**src/rtl/regfile_wb_if.sv**
```systemverilog
// Write-back / operand-read bundle between the pipeline stages and the
// general-purpose register file. The slave modport is the register file.
`timescale 1ns/1ps
interface regfile_wb_if #(
  parameter int DATA_WIDTH = 32,
  parameter int ADDR_WIDTH = 5
);
  // write-back channel from the MEM/WB register
  logic                  we;
  logic [ADDR_WIDTH-1:0] waddr;
  logic [DATA_WIDTH-1:0] wdata;
  // operand read port 1
  logic                  re1;
  logic [ADDR_WIDTH-1:0] raddr1;
  logic [DATA_WIDTH-1:0] rdata1;
  // operand read port 2
  logic                  re2;
  logic [ADDR_WIDTH-1:0] raddr2;
  logic [DATA_WIDTH-1:0] rdata2;
  // debug/trace read port (committed state only)
  logic [ADDR_WIDTH-1:0] dbg_addr;
  logic [DATA_WIDTH-1:0] dbg_data;

  modport slave (
    input  we, waddr, wdata,
    input  re1, raddr1, re2, raddr2, dbg_addr,
    output rdata1, rdata2, dbg_data
  );

  modport master (
    output we, waddr, wdata,
    output re1, raddr1, re2, raddr2, dbg_addr,
    input  rdata1, rdata2, dbg_data
  );
endinterface

```
**src/rtl/regfile_wb.sv**
```systemverilog
// 32 x 32-bit general-purpose register file for the MIPS32 pipeline.
// One write-back port, two bypassed operand read ports, one debug read port.
// r0 has no storage and always reads zero.
`timescale 1ns/1ps
module regfile_wb #(
  parameter int DATA_WIDTH = 32,
  parameter int ADDR_WIDTH = 5,
  parameter int NUM_REGS   = 32
) (
  input  logic          clk,
  input  logic          rst,
  regfile_wb_if.slave   bus
);

  // Every index must map onto a real register.
  if (NUM_REGS != (1 << ADDR_WIDTH)) begin : g_param_check
    $error("regfile_wb: NUM_REGS must equal 2**ADDR_WIDTH");
  end

  // Committed register contents, index 0 hard-wired to zero.
  logic [DATA_WIDTH-1:0] regs [NUM_REGS];

  // One-hot write select; r0 is never selected.
  logic [NUM_REGS-1:0] wr_sel_d;

  // Decode the write-back destination into a per-register enable.
  always_comb begin
    wr_sel_d = '0;
    if (bus.we && (bus.waddr != '0)) begin
      wr_sel_d[bus.waddr] = 1'b1;
    end
  end

  // Per-register storage; asynchronous reset clears every entry at once and
  // also discards a write presented on an edge while reset is high.
  for (genvar gi = 0; gi < NUM_REGS; gi++) begin : g_reg
    if (gi == 0) begin : g_zero
      assign regs[gi] = '0;
    end else begin : g_store
      logic [DATA_WIDTH-1:0] reg_q;

      // Commit write data when this register is the write-back target.
      always_ff @(posedge clk or posedge rst) begin
        if (rst) begin
          reg_q <= '0;
        end else if (wr_sel_d[gi]) begin
          reg_q <= bus.wdata;
        end
      end

      assign regs[gi] = reg_q;
    end
  end

  // Operand read rule shared by both ports: reset, disabled and r0 read zero;
  // a concurrent write to the same index is forwarded (write-first).
  function automatic logic [DATA_WIDTH-1:0] read_port(
    input logic                  rst_f,
    input logic                  re_f,
    input logic [ADDR_WIDTH-1:0] raddr_f,
    input logic                  we_f,
    input logic [ADDR_WIDTH-1:0] waddr_f,
    input logic [DATA_WIDTH-1:0] wdata_f,
    input logic [DATA_WIDTH-1:0] stored_f
  );
    logic [DATA_WIDTH-1:0] result;
    if (rst_f || !re_f || (raddr_f == '0)) begin
      result = '0;
    end else if (we_f && (waddr_f == raddr_f)) begin
      result = wdata_f;
    end else begin
      result = stored_f;
    end
    return result;
  endfunction

  // Operand port 1 with same-cycle write-back forwarding.
  always_comb begin
    bus.rdata1 = read_port(rst, bus.re1, bus.raddr1, bus.we, bus.waddr,
                           bus.wdata, regs[bus.raddr1]);
  end

  // Operand port 2 with same-cycle write-back forwarding.
  always_comb begin
    bus.rdata2 = read_port(rst, bus.re2, bus.raddr2, bus.we, bus.waddr,
                           bus.wdata, regs[bus.raddr2]);
  end

  // Debug port shows committed state only, never the in-flight write.
  always_comb begin
    bus.dbg_data = rst ? '0 : regs[bus.dbg_addr];
  end

endmodule

```
**src/flat_wrapper.sv**
```systemverilog
// flat-port wrapper written by rule: the top's interface ports become plain ports
module regfile_wb_flat 
#(
  parameter int DATA_WIDTH = 32,
  parameter int ADDR_WIDTH = 5,
  parameter int NUM_REGS   = 32
)
  (clk, rst, bus_we, bus_waddr, bus_wdata, bus_re1, bus_raddr1, bus_re2, bus_raddr2, bus_dbg_addr, bus_rdata1, bus_rdata2, bus_dbg_data);
  regfile_wb_if #(.DATA_WIDTH(DATA_WIDTH), .ADDR_WIDTH(ADDR_WIDTH)) bus_i ();
  input  logic clk;
  input  logic rst;
  input wire logic [$bits(bus_i.we)-1:0] bus_we;
  input wire logic [$bits(bus_i.waddr)-1:0] bus_waddr;
  input wire logic [$bits(bus_i.wdata)-1:0] bus_wdata;
  input wire logic [$bits(bus_i.re1)-1:0] bus_re1;
  input wire logic [$bits(bus_i.raddr1)-1:0] bus_raddr1;
  input wire logic [$bits(bus_i.re2)-1:0] bus_re2;
  input wire logic [$bits(bus_i.raddr2)-1:0] bus_raddr2;
  input wire logic [$bits(bus_i.dbg_addr)-1:0] bus_dbg_addr;
  output wire logic [$bits(bus_i.rdata1)-1:0] bus_rdata1;
  output wire logic [$bits(bus_i.rdata2)-1:0] bus_rdata2;
  output wire logic [$bits(bus_i.dbg_data)-1:0] bus_dbg_data;
  assign bus_i.we = bus_we;
  assign bus_i.waddr = bus_waddr;
  assign bus_i.wdata = bus_wdata;
  assign bus_i.re1 = bus_re1;
  assign bus_i.raddr1 = bus_raddr1;
  assign bus_i.re2 = bus_re2;
  assign bus_i.raddr2 = bus_raddr2;
  assign bus_i.dbg_addr = bus_dbg_addr;
  assign bus_rdata1 = bus_i.rdata1;
  assign bus_rdata2 = bus_i.rdata2;
  assign bus_dbg_data = bus_i.dbg_data;
  regfile_wb #(.DATA_WIDTH(DATA_WIDTH), .ADDR_WIDTH(ADDR_WIDTH), .NUM_REGS(NUM_REGS)) u_core (.clk(clk), .rst(rst), .bus(bus_i));
endmodule
```
**config.mk**
```make
export PLATFORM = sky130hd
export DESIGN_NAME = regfile_wb_flat
export DESIGN_NICKNAME = d
export VERILOG_FILES = /design/src/rtl/regfile_wb_if.sv /design/src/rtl/regfile_wb.sv /design/src/flat_wrapper.sv
export SDC_FILE = /design/constraint.sdc
export NUM_CORES = 2
export LEC_CHECK = 0
export CAP_MARGIN = 20
export CORE_ASPECT_RATIO = 0.9
export CORE_MARGIN = 1
export CORE_UTILIZATION = 45
export CTS_CLUSTER_SIZE = 12
export DETAILED_ROUTE_END_ITERATION = 10
export SLEW_MARGIN = 10
export SYNTH_ARGS = -nofsm -noshare
export SYNTH_HDL_FRONTEND = slang
export SYNTH_SLANG_ARGS = --single-unit
export TNS_END_PERCENT = 10
```
**constraint.sdc**
```tcl
create_clock -name clk -period 53.6 [get_ports clk]
set_clock_uncertainty 0.05 [all_clocks]
set_input_delay 8.04 -clock clk [delete_from_list [all_inputs] [get_ports clk]]
set_output_delay 8.04 -clock clk [all_outputs]
set_load 0.1 [all_outputs]
```
==> impl_results.md <==
* HPWL after DPL at 142000 um
* Die Wd at 392 um
* Post-Syn Area per Cell at 14.3 sq um
* Synth warn at 0
* Setup violators final at 0
* Max reg flops at 992
* Area share of the largest cell type after synthesis at 40.3%
* CTS tree: done
* Power density over the cells at 37.0 nW/um^2
* Via count at 44871
* WL final at 242000 um
* Synth area leaders: dfrtp_1 40%, mux4_2 24%, mux2_2 20%
* Pins Over Slew Limit at 0
* Worst-path clk slew at 60 ps
* Mapped Cells at 4302
* Unrepaired setup endpoints after global routing: no
* Hold depth at 1
* Vias in the first global route at 43917
* Flop pwr share at 40.9%
* Die Ht at 353 um
* Switch share at 30.8%
* Post-CTS repair timing setup buffer count at 0
* Post-Syn Nets at 4359
* Flops & latches, synth at 992
* Critical Path End Type: primary output
* Share of layout cells above drive strength 1 at 50.8%
* Count leader, synth: mux2_2
* WP data arrival at 13820 ps
* Netlist Area Pre-Place at 61600 sq um
* Die Area at 138000 sq um
* PostCTS Resize Cnt at 0
* First-pass GRT wire length at 346000 um
* Period Utilization, post-route at 40.9%
* CP required at 45510 ps
* Iter 0 DRT Violations at 5755
* Remaining antenna violation count after routing at 0
* Clock latency on the worst-skew pair at 750 ps
* Startpoint types: input port
* Max Fclk at 0.0456 GHz
* Routed len/inst at 39.3 um
* Initial antenna violation count at 22
* Final Util at 50.8%
* Crit Path Class: input port to primary output
* Critical Path Fanout Max at 53
* DRT Pass-1 Iters at 6
* Initial core utilization at 45.4%
* GRT Residual Overflow at 0
* DR vias/cell at 7.29
* Max-slew headroom at 18.2%
* Setup TNS at 0 ps
* Commonest register cell after synthesis: dfrtp_1
* Gate power share at 25.9%
* H-tree depth at 3
* Endpoints failing hold at 0
* R2R depth at 1
* P_leak at 28.3 nW
* Largest registers: u_core.g.g_store.reg_q: 992 flops
* Least-Margin Pin Slew at 1220 ps
* Floorplan row count at 128
* IO Port Bufs at 152
* Post-synth cell types at 49
* Clock Power Share at 33.2%
* P_int at 1.76 mW
* Gr usage total at 35.1%
* Max rail drop VDD at 0.0286 mV
* Tightest Hold Check Type: register to register
* Most frequent cells after synthesis: 1113 x mux2_2, 992 x dfrtp_1, 658 x mux4_2, 228 x clkbuf_1, 161 x mux2i_1
* Leading area contributor after synthesis: dfrtp_1
* Nets at 4292
* Clock buffer count from CTS at 114
* Placer congestion estimate at 0.886
* Area growth, synth to finish at 11.7%
* DRC at 0
* Core footprint at 135000 sq um
* CTS root buffer: clkbuf_16
* Psw at 0.783 mW
* Ys async rst share at 100%
* Clock Path Buffers at 3
* Post-synthesis sequential area ratio at 40.3%
* Largest net degree at the start of global routing at 153
* Crit path time final at 21910 ps
* Hold_buf cts at 0
* Reg with most FFs: u_core.g.g_store.reg_q
* Status: complete, no violations
* Post-synth EDFFs at 0
* Top Ports at 153
* Max-Cap Viols at 0
* CTS Sinks at 992
[path summary, 6_finish.rpt]
| check | slack [ps] | start | to |
|---|---|---|---|
| max in group asynchronous | 42540 | rst | u_core.g_reg[21].g_store.reg_q[16] |
| hold reg to reg | 500 | u_core.g_reg[16].g_store.reg_q[20] | u_core.g_reg[16].g_store.reg_q[20] |
| setup / recovery | 31690 | bus_raddr1[0] | bus_rdata1[13] |
| hold / removal | 500 | u_core.g_reg[16].g_store.reg_q[20] | u_core.g_reg[16].g_store.reg_q[20] |
| min in group asynchronous | 7980 | rst | u_core.g_reg[23].g_store.reg_q[7] |
| setup reg to reg | 52710 | u_core.g_reg[22].g_store.reg_q[10] | u_core.g_reg[22].g_store.reg_q[10] |
[power by group through the flow]
stage | clock (mW) | combinational, mW | sequential (mW)
finish | 0.846 | 0.659 | 1.04
global route | 0.881 | 0.689 | 1.06
CTS | 0.851 | 0.652 | 1.03
detailed placement | 0 | 0.649 | 1.05
global placement | 0 | 0.640 | 1.04
floorplan | 0 | 0.511 | 1.00
[through the flow]
step	total power, mW	instance area (sq um)	cells	worst slack [ps]	hold slack (ps)
after detailed placement	1.69	64600	5934	31580	481
after global routing	2.63	68800	6150	31440	511
final	2.55	68800	6157	31690	496
after CTS	2.54	68700	6143	31570	496
after floorplan	1.51	61600	4302	11590	457
after global placement	1.68	64600	5929	31620	471
[cells in the final DEF, fill, tap and decap left out, types with 10 or more instances in the layout]
cell type,count
clkdlybuf4s50_1,140
mux2i_1,161
nor2_1,136
a22o_1,64
a21o_1,10
clkbuf_16,116
nor2_4,18
bufinv_16,13
buf_4,147
o21ai_0,24
a221oi_1,14
mux4_2,658
mux2_2,1113
dfrtp_1,992
nand2_1,70
o221ai_1,43
or3_1,11
a21oi_1,69
o311ai_0,26
o22a_1,18
clkinv_2,15
o22ai_1,67
a31oi_1,58
clkbuf_1,21
a22oi_1,88
clkbuf_8,37
nand3_1,21
nand2_2,14
or4_1,29
buf_8,10
[critical path, stage by stage]
cell             delay, ps
buf_8                  470
buf_4                  830
buf_4                  760
buf_4                  850
mux4_2                 390
o22ai_1                 90
or4_1                  550
a21oi_1                470
clkdlybuf4s50_1       1240
[cell families after synthesis]
logic type / count (synthesis) / synth area share [%]
mux: 1932 / 47.0
flops: 992 / 40.3
compound gates: 519 / 6.12
buf+inv: 500 / 3.79
simple gates: 349 / 2.59
xor+xnor: 10 / 0.142
[per-layer routing]
layer	GRT usage, %	up-vias	routed length [um]
met3	11.2	640	29000
met4	14.5	24	11500
met2	49.7	2941	105000
li1	-	17041	-
met1	49.6	24225	96600
met5	0	-	155
[layout make-up]
type	count	area (sq um)
repair buffers	309	2890
diodes	9	22.5
flip-flops and latches	992	24800
well taps	1820	2280
inverters	8	37.5
fillers	11646	66700
clock inverters	35	529
clock buffers	174	3490
multi-input cells	2810	34700
(Power assumes the default switching activity.)
